--- src/rtl/sat_shift_left_seq_pkg.sv ---
// Shared definitions for the saturating shift datapaths: FSM states and the
// signed range limits as functions of the data width.
package sat_shift_left_seq_pkg;

  typedef enum logic [1:0] {
    IDLE  = 2'd0,
    SHIFT = 2'd1,
    DONE  = 2'd2
  } state_t;

  // Largest positive value of a w-bit two's complement number.
  function automatic longint max_pos(int w);
    return (longint'(1) <<< (w - 1)) - longint'(1);
  endfunction

  // Bit pattern of the most negative w-bit value (1 followed by zeros).
  function automatic longint max_neg(int w);
    return longint'(1) <<< (w - 1);
  endfunction

endpackage

--- src/rtl/sat_shift_left_seq_if.sv ---
// Start/busy/done handshake and operand/result bus of the saturating left shifter.
interface sat_shift_left_seq_if #(
  parameter int WIDTH   = 8,
  parameter int SHIFT_W = 3
);
  logic               start;
  logic [WIDTH-1:0]   cct_input;
  logic [SHIFT_W-1:0] shift_amt;
  logic               busy;
  logic               done;
  logic [WIDTH-1:0]   cct_output;
  logic               saturated;

  modport master (
    output start, cct_input, shift_amt,
    input  busy, done, cct_output, saturated
  );

  modport slave (
    input  start, cct_input, shift_amt,
    output busy, done, cct_output, saturated
  );
endinterface

--- src/rtl/sat_shift_left_seq_shl1.sv ---
// One step of the saturating left shift: shift by one, or clamp toward the
// operand's sign when the shift would change the sign bit.
module sat_shl1
  import sat_shift_left_seq_pkg::*;
#(
  parameter int WIDTH = 8
) (
  input  logic [WIDTH-1:0] acc,
  input  logic             sign,
  output logic [WIDTH-1:0] nxt,
  output logic             ovf
);
  localparam logic [WIDTH-1:0] MAX_POS = WIDTH'(max_pos(WIDTH));
  localparam logic [WIDTH-1:0] MAX_NEG = WIDTH'(max_neg(WIDTH));

  // The top two bits differ exactly when doubling leaves the signed range.
  assign ovf = acc[WIDTH-1] ^ acc[WIDTH-2];
  assign nxt = ovf ? (sign ? MAX_NEG : MAX_POS) : {acc[WIDTH-2:0], 1'b0};
endmodule

--- src/rtl/sat_shift_left_seq.sv ---
// Sequential signed saturating left shifter: one bit-shift per clock,
// start/busy/done handshake, result held until the next operation completes.
//
//  state | meaning
//  IDLE  | waiting for start; operands captured on the accepted edge
//  SHIFT | one shift (or clamp) per cycle until count runs out or overflow
//  DONE  | one-cycle done pulse, result registered on entry
module sat_shift_left_seq
  import sat_shift_left_seq_pkg::*;
#(
  parameter int WIDTH   = 8,
  parameter int SHIFT_W = 3
) (
  input  logic               clk,
  input  logic               clear,
  sat_shift_left_seq_if.slave bus
);
  state_t             state, state_nxt;
  logic [WIDTH-1:0]   acc;
  logic [SHIFT_W-1:0] cnt;
  logic               sign;
  logic               sat;
  logic [WIDTH-1:0]   out_q;
  logic               sat_q;
  logic [WIDTH-1:0]   step_nxt;
  logic               step_ovf;

  sat_shl1 #(.WIDTH(WIDTH)) u_shl1 (
    .acc  (acc),
    .sign (sign),
    .nxt  (step_nxt),
    .ovf  (step_ovf)
  );

  always_comb begin
    state_nxt = state;
    case (state)
      IDLE:    if (bus.start)
                 state_nxt = (bus.shift_amt == '0) ? DONE : SHIFT;
      SHIFT:   if (step_ovf || cnt == SHIFT_W'(1))
                 state_nxt = DONE;
      DONE:    state_nxt = IDLE;
      default: state_nxt = IDLE;
    endcase
  end

  always_ff @(posedge clk or negedge clear) begin
    if (!clear) begin
      state <= IDLE;
    end else begin
      state <= state_nxt;
    end
  end

  always_ff @(posedge clk or negedge clear) begin
    if (!clear) begin
      acc   <= '0;
      cnt   <= '0;
      sign  <= 1'b0;
      sat   <= 1'b0;
      out_q <= '0;
      sat_q <= 1'b0;
    end else begin
      case (state)
        IDLE: if (bus.start) begin
          acc  <= bus.cct_input;
          cnt  <= bus.shift_amt;
          sign <= bus.cct_input[WIDTH-1];
          sat  <= 1'b0;
          // A zero shift goes straight to DONE, so publish the operand now.
          if (bus.shift_amt == '0) begin
            out_q <= bus.cct_input;
            sat_q <= 1'b0;
          end
        end
        SHIFT: begin
          acc <= step_nxt;
          sat <= sat | step_ovf;
          if (!step_ovf)
            cnt <= cnt - SHIFT_W'(1);
          if (state_nxt == DONE) begin
            out_q <= step_nxt;
            sat_q <= sat | step_ovf;
          end
        end
        default: ;
      endcase
    end
  end

  assign bus.busy       = (state != IDLE);
  assign bus.done       = (state == DONE);
  assign bus.cct_output = out_q;
  assign bus.saturated  = sat_q;
endmodule
--- src/flat_wrapper.sv ---
// flat-port wrapper written by rule: the top's interface ports become plain ports
module sat_shift_left_seq_flat import sat_shift_left_seq_pkg::*;
#(
  parameter int WIDTH   = 8,
  parameter int SHIFT_W = 3
)
  (clk, clear, bus_start, bus_cct_input, bus_shift_amt, bus_busy, bus_done, bus_cct_output, bus_saturated);
  sat_shift_left_seq_if #(.WIDTH(WIDTH), .SHIFT_W(SHIFT_W)) bus_i ();
  input  logic clk;
  input  logic clear;
  input wire logic [$bits(bus_i.start)-1:0] bus_start;
  input wire logic [$bits(bus_i.cct_input)-1:0] bus_cct_input;
  input wire logic [$bits(bus_i.shift_amt)-1:0] bus_shift_amt;
  output wire logic [$bits(bus_i.busy)-1:0] bus_busy;
  output wire logic [$bits(bus_i.done)-1:0] bus_done;
  output wire logic [$bits(bus_i.cct_output)-1:0] bus_cct_output;
  output wire logic [$bits(bus_i.saturated)-1:0] bus_saturated;
  assign bus_i.start = bus_start;
  assign bus_i.cct_input = bus_cct_input;
  assign bus_i.shift_amt = bus_shift_amt;
  assign bus_busy = bus_i.busy;
  assign bus_done = bus_i.done;
  assign bus_cct_output = bus_i.cct_output;
  assign bus_saturated = bus_i.saturated;
  sat_shift_left_seq #(.WIDTH(WIDTH), .SHIFT_W(SHIFT_W)) u_core (.clk(clk), .clear(clear), .bus(bus_i));
endmodule
--- config.mk ---
export PLATFORM = sky130hd
export DESIGN_NAME = sat_shift_left_seq_flat
export DESIGN_NICKNAME = d
export VERILOG_FILES = /design/src/rtl/sat_shift_left_seq_pkg.sv /design/src/rtl/sat_shift_left_seq_if.sv /design/src/rtl/sat_shift_left_seq_shl1.sv /design/src/rtl/sat_shift_left_seq.sv /design/src/flat_wrapper.sv
export SDC_FILE = /design/constraint.sdc
export NUM_CORES = 1
export LEC_CHECK = 0
export CAP_MARGIN = 15
export CORE_MARGIN = 10
export CORE_UTILIZATION = 49
export DETAILED_ROUTE_END_ITERATION = 16
export PLACE_DENSITY = 0.75
export SLEW_MARGIN = 20
export SYNTH_ARGS = -nofsm -noshare
export SYNTH_HDL_FRONTEND = slang
export SYNTH_SLANG_ARGS = --single-unit
--- constraint.sdc ---
create_clock -name clk -period 2.5 [get_ports clk]
set_clock_uncertainty 0.2 [all_clocks]
set_input_delay 0.375 -clock clk [delete_from_list [all_inputs] [get_ports clk]]
set_output_delay 0.375 -clock clk [all_outputs]
set_load 0.01 [all_outputs]
==> results of run 1 <==
==> flip-flops by register name, indices dropped and copies added, names as in the netlist <==
register and cells:
u_core.acc 8, u_core.sign 1, u_core.cnt 3, u_core.bus.cct_output 8, u_core.sat 1, u_core.state 2, u_core.bus.saturated 1
==> cell usage after synthesis, drive strengths merged (4+ instances only) <==
library cell	n	area share, %
mux2i	6	5.1
mux2	7	7.6
nand2	7	2.2
a221oi	4	3.0
inv	9	2.9
a21oi	7	3.0
nor2	4	1.3
dfrtp	24	51
o21ai	11	4.7
==> worst max-delay path: cells and delay by family, from the launching register on <==
family	cells	cell delay (ns)
AND/OR/NAND/NOR	2	1.03
flip-flops	1	0.48
AO/OA/AOI/OAI	1	0.25
multiplexers	1	0.15
==> where the power goes <==
group | internal [µW] | switching (µW) | leakage (µW)
Clock | 89.1 | 116 | 0.0000210
Sequential | 582 | 139 | 0.000291
Combinational | 546 | 478 | 0.000357
Total | 1220 | 733 | 0.000668
==> per-stage QoR <==
| stage | worst slack, ns | instances | util [%] | total power [µW] | area [µm²] |
|---|---|---|---|---|---|
| floorplan | 0.515 | 106 | - | 1400 | 1180 |
| global placement | 0.218 | 159 | 65.0 | 1730 | 1470 |
| detailed placement | 0.207 | 159 | 65.0 | 1760 | 1470 |
| CTS | 0.338 | 163 | 66.6 | 1970 | 1500 |
| global route | 0.168 | 163 | 66.6 | 2120 | 1500 |
| finish | 0.351 | 163 | 66.6 | 1950 | 1500 |
==> layer usage <==
layer,vias to the layer above,track usage [%],part of all wire [%],routed length [µm]
met3,5,3.28,6.4,159
met1,424,14.2,48,1190
met4,0,4.66,1.6,40
li1,432,-,-,-
met5,-,0,0,0
met2,29,16.1,44,1090
==> kinds of logic (layout without fill, tap and decap cells) <==
family	count (synthesis)	in the layout
mux	13	13
fa+ha+maj	2	2
buf+inv	13	42
flops	24	24
compound gates	30	30
simple gates	22	22
xor+xnor	2	2
==> worst max path at each step <==
stage                          from                  endpoint  slack [ns]  cells after the start
global placement          bus_start  u_core.bus.cct_output[0]        0.22                      6
floorplan           u_core.state[0]  u_core.bus.cct_output[0]        0.52                      6
finish              u_core.state[1]             u_core.acc[2]        0.35                      4
global route        u_core.state[1]             u_core.acc[5]        0.17                      4
CTS                 u_core.state[1]             u_core.acc[2]        0.34                      4
detailed placement        bus_start  u_core.bus.cct_output[0]        0.21                      6
==> final cells by class <==
cell class	instances	area share (%)
sequential	24	40.0
timing repair buffer	29	18.5
clock buffer	4	2.42
tap	28	2.33
multi-input combinational	69	34.5
inverter	9	2.25
==> results.yml, run 1 <==
synthesis:
  syn_inst: 106
  post_synth_xor_area_fraction_pct: 1.48
  netlist_area_um2: 1180
  synth.mux.area_fraction_pct: 12.7
  synth_compound_gate_area_share_pct: 18.1
  yosys.area_share.adder_pct: 2.12
  dominant_combinational_cell_family_by_area_after_synthesis: "compound AO/OA/AOI/OAI gates"
  synth_simple_gate_area_share_pct: 9.42
  synth.net_count: 122
  synth_enable_flop_cells: 0
  synth-main-ff-cell: "sky130_fd_sc_hd__dfrtp_1"
  synth-async-reset-ratio_pct: 100
  ys_warn_count: 0
  synth_cell_type_count: 28
  avgSynthCellArea_um2: 11.2
  synth-seq-area-share_pct: 50.8
  synth-seq-cells: 24
worst_setup_path:
  timing_worst_setup_path_type: "flop to flop"
  worst_reg2reg_path_depth: 4
  timing.critical_path.fanout_max: 8
  critPathRequiredTime_ns: 2.57
  crit_slowest_cell: "sky130_fd_sc_hd__nor3_1"
  worst_setup_path_end_kind: "flop"
  r2r_end: "u_core.acc[2]"
  critical_path.max_stage_delay_ns: 0.72
  reg2reg_from: "u_core.state[1]"
  cp_arrival_ns: 2.22
  path_cells: "nand2b_1 > nor3_1 > a221o_1 > mux2_2"
  ff2ff_setup_slack_ns: 0.35
  worst_setup_start_kind: "flop"
placed_design:
  dp_hpwl_um: 1900
  place_congestion: 0.819
  portBuffers: 24
cts:
  clkLatencyLatePin_ns: 0.32
  post_cts_buffers: 0
  cts_num_sinks: 24
  htree_levels: 1
  root_buffer: "sky130_fd_sc_hd__clkbuf_4"
  cts.clk_slew.worst_paths_ns: 0.13
  cts_tree: "built"
  clk_path_buf_depth: 2
  postCtsResizedCells: 0
  cts_hold_buf: 0
  cts-buffers-inserted: 3
timing:
  report.final.setup_viol: 0
  maxSlewViolCount: 0
  period_minus_slack_ns: 2.15
  worstMarginPinSlew_ns: 0.804
  slew_headroom_pct: 46.0
  hold_viol: 0
  post-route-period-util_pct: 86.0
  finalSetupTns_ns: 0
  whs_ns: 0.193
  grt_setup_unrepaired: "no"
  clock.fmax_ghz: 0.465
detailed_routing:
  vias_per_cell: 5.46
  detail_route.wl_per_cell_um: 15.3
  dr.pass1.iters: 4
  initialDrtViolationCount: 57
  routed_wl_um: 2490
  route.vias.total: 890
  detail-route-antenna-nets: 0
  route.detailed.drc: 0
final_layout:
  share_of_layout_cells_above_drive_strength_1_pct: 14.1
  multi_input_comb_area_um2: 518
  diodes: 0
  mostFrequentLayoutCells: "24 x sky130_fd_sc_hd__clkdlybuf4s50_1, 24 x sky130_fd_sc_hd__dfrtp_1, 11 x sky130_fd_sc_hd__o21ai_0"
  sequential_cell_area_um2: 601
  fillers: 192
  design.final.nets: 152
  syn_to_final_growth_pct: 27.0
grt:
  grt_pass1_vias: 944
  grt_max_degree: 25
  grt_overflow_total: 0
  first_pass_grt_wire_length_um: 4440
  number_of_antenna_violations_at_the_first_check_in_global_routing: 0
  globalRouteTotalUtil_pct: 10.9
min_path:
  hold_path_class: "input port to asynchronous set/reset pin"
power_and_ir_drop:
  p_leak_uw: 0.000668
  power.ir.vdd_worst_mv: 0.710
  p_per_area_nw_per_um2: 1300
floorplanning:
  initial_core_util_pct: 52.4
  core_um2: 2250
  fp-row-count: 17
  boundaryPins: 25
  dieHeight_um: 69.1
  dieWidth_um: 69.1
  floorplan.die_area_um2: 4780
run_status:
  outcome: "finished clean"
job:
  maxCapViolCount: 0
Note: power is estimated with default switching activity, not from simulation.
==> inputs of run 2 (changes only) <==
--- a/config.mk
+++ b/config.mk
@@ -6,6 +6,7 @@
 export NUM_CORES = 1
 export LEC_CHECK = 0
 export CAP_MARGIN = 15
+export CORE_ASPECT_RATIO = 0.9
 export CORE_MARGIN = 10
 export CORE_UTILIZATION = 49
 export DETAILED_ROUTE_END_ITERATION = 16
==> run 2 against run 1 <==
  * Sequential cell count did not move
  * Worst setup slack better by 0.039 ns
  * Via count down 2.5%
  * Sequential power barely moved
  * Combinational power hardly changed
  * Design area up 1.3%
  * Critical endpoint is now bus_busy
  * Largest power group unchanged
==> results.yml, run 2 (synthesized netlist as in run 1, its figures left out) <==
run_status:
  outcome: "finished clean"
cts:
  cts_num_sinks: 24
  cts-buffers-inserted: 3
  root_buffer: "sky130_fd_sc_hd__clkbuf_4"
  htree_levels: 1
  cts_tree: "built"
  clk_path_buf_depth: 2
  postCtsResizedCells: 0
  cts_hold_buf: 0
  cts.clk_slew.worst_paths_ns: 0.13
  clkLatencyLatePin_ns: 0.31
  post_cts_buffers: 0
power_and_ir_drop:
  power.net_switching_uw: 729
  power.ir.vdd_worst_mv: 0.709
  p_leak_uw: 0.000673
  combinational_share_of_power_pct: 51.0
  swShare_pct: 35.9
  internal-power_uw: 1300
  p_per_area_nw_per_um2: 1340
  seq_power_share_pct: 35.4
  pwr-share-clk_pct: 13.6
detailed_routing:
  initialDrtViolationCount: 47
  vias_per_cell: 5.39
  routed_wl_um: 2430
  dr.pass1.iters: 4
  route.detailed.drc: 0
  detail-route-antenna-nets: 0
  route.vias.total: 868
  detail_route.wl_per_cell_um: 15.1
worst_setup_path:
  timing_worst_setup_path_type: "flop to output port"
  cp_arrival_ns: 1.53
  critical_path.max_stage_delay_ns: 0.48
  worst_setup_path_end_kind: "output port"
  reg2reg_from: "u_core.cnt[0]"
  critPathRequiredTime_ns: 1.92
  worst_reg2reg_path_depth: 6
  r2r_end: "u_core.bus.cct_output[2]"
  timing.critical_path.fanout_max: 8
  path_cells: "or2_4 > clkdlybuf4s50_1"
  ff2ff_setup_slack_ns: 0.46
  crit_slowest_cell: "sky130_fd_sc_hd__clkdlybuf4s50_1"
  worst_setup_start_kind: "flop"
floorplanning:
  dieHeight_um: 66.6
  boundaryPins: 25
  fp-row-count: 16
  initial_core_util_pct: 52.7
  floorplan.die_area_um2: 4780
  dieWidth_um: 71.8
  core_um2: 2240
final_layout:
  syn_to_final_growth_pct: 28.7
  fin_area_um2: 1520
  design.final.nets: 151
  share_of_layout_cells_above_drive_strength_1_pct: 13.4
  mostFrequentLayoutCells: "24 x sky130_fd_sc_hd__clkdlybuf4s50_1, 24 x sky130_fd_sc_hd__dfrtp_1, 11 x sky130_fd_sc_hd__o21ai_0"
  diodes: 0
  fillers: 171
timing:
  period_minus_slack_ns: 2.11
  clock.fmax_ghz: 0.474
  hold_viol: 0
  finalSetupTns_ns: 0
  grt_setup_unrepaired: "no"
  slew_headroom_pct: 51.9
  worstMarginPinSlew_ns: 0.715
  maxSlewViolCount: 0
  report.final.setup_viol: 0
  post-route-period-util_pct: 84.4
placed_design:
  detailed_place.area_um2: 1470
  place_congestion: 0.867
  dp_hpwl_um: 1830
  portBuffers: 24
grt:
  grt_pass1_vias: 882
  globalRouteTotalUtil_pct: 10.3
  grt_max_degree: 25
  grt_overflow_total: 0
  number_of_antenna_violations_at_the_first_check_in_global_routing: 0
  first_pass_grt_wire_length_um: 4070
min_path:
  hold_path_class: "input port to asynchronous set/reset pin"
job:
  maxCapViolCount: 0
==> run 2: cell types whose count changed in the layout (fill, tap and decap cells not counted) <==
cell | previous run | this run
sky130_fd_sc_hd__clkbuf_8 | 1 | 0
sky130_fd_sc_hd__buf_12 | 0 | 1
sky130_fd_sc_hd__bufinv_16 | 0 | 1
sky130_fd_sc_hd__buf_4 | 5 | 3
==> run 2: area by class of cell <==
class,count,area (µm²),area share (%)
inverter,9,33.8,2.22
multi-input combinational,69,518,34.0
timing repair buffer,28,283,18.6
clock inverter,1,30.0,1.97
sequential,24,601,39.5
tap,27,33.8,2.22
clock buffer,3,22.5,1.48
==> run 2: how the worst max path moves through the flow <==
stage,endpoint,slack (ns),from,depth (start not counted)
2_1_floorplan,u_core.bus.cct_output[0],0.52,u_core.state[0],6
3_3_place_gp,u_core.bus.cct_output[0],0.25,bus_start,6
3_5_place_dp,u_core.bus.cct_output[2],0.23,bus_start,6
4_1_cts,bus_busy,0.38,u_core.state[1],2
5_1_grt,u_core.acc[6],0.31,u_core.state[1],4
6_report,bus_busy,0.39,u_core.state[1],2
==> run 2: power groups by stage <==
| stage | Combinational [µW] | Sequential, µW | Clock (µW) |
|---|---|---|---|
| after floorplan | 671 | 726 | 0 |
| after global placement | 1030 | 721 | 0 |
| after detailed placement | 1050 | 724 | 0 |
| after CTS | 1050 | 721 | 283 |
| after global routing | 1160 | 749 | 295 |
| final | 1040 | 720 | 276 |
==> run 2: metrics by stage <==
| step | hold WS [ns] | cells | total power (µW) | setup WS (ns) | util, % |
|---|---|---|---|---|---|
| 6_report | 0.201 | 161 | 2030 | 0.390 | 67.9 |
| 5_1_grt | 0.209 | 161 | 2200 | 0.311 | 67.9 |
| 4_1_cts | 0.203 | 161 | 2060 | 0.384 | 67.9 |
| 3_5_place_dp | 0.280 | 157 | 1770 | 0.232 | 65.5 |
| 3_3_place_gp | 0.266 | 157 | 1750 | 0.250 | 65.5 |
| 2_1_floorplan | -0.121 | 106 | 1400 | 0.515 | - |
==> run 2: worst max-delay path, delay by kind of cell, from the launching register on <==
kind | cells | cell delay, ns
buffers and inverters | 1 | 0.48
flip-flops | 1 | 0.47
AND/OR/NAND/NOR | 1 | 0.28
==> run 2: metal layers <==
layer	track usage, %	part of all wire, %
met1	12.6	43
met2	15.7	47
met3	4.59	9.7
met4	3.14	0.58
met5	0	0
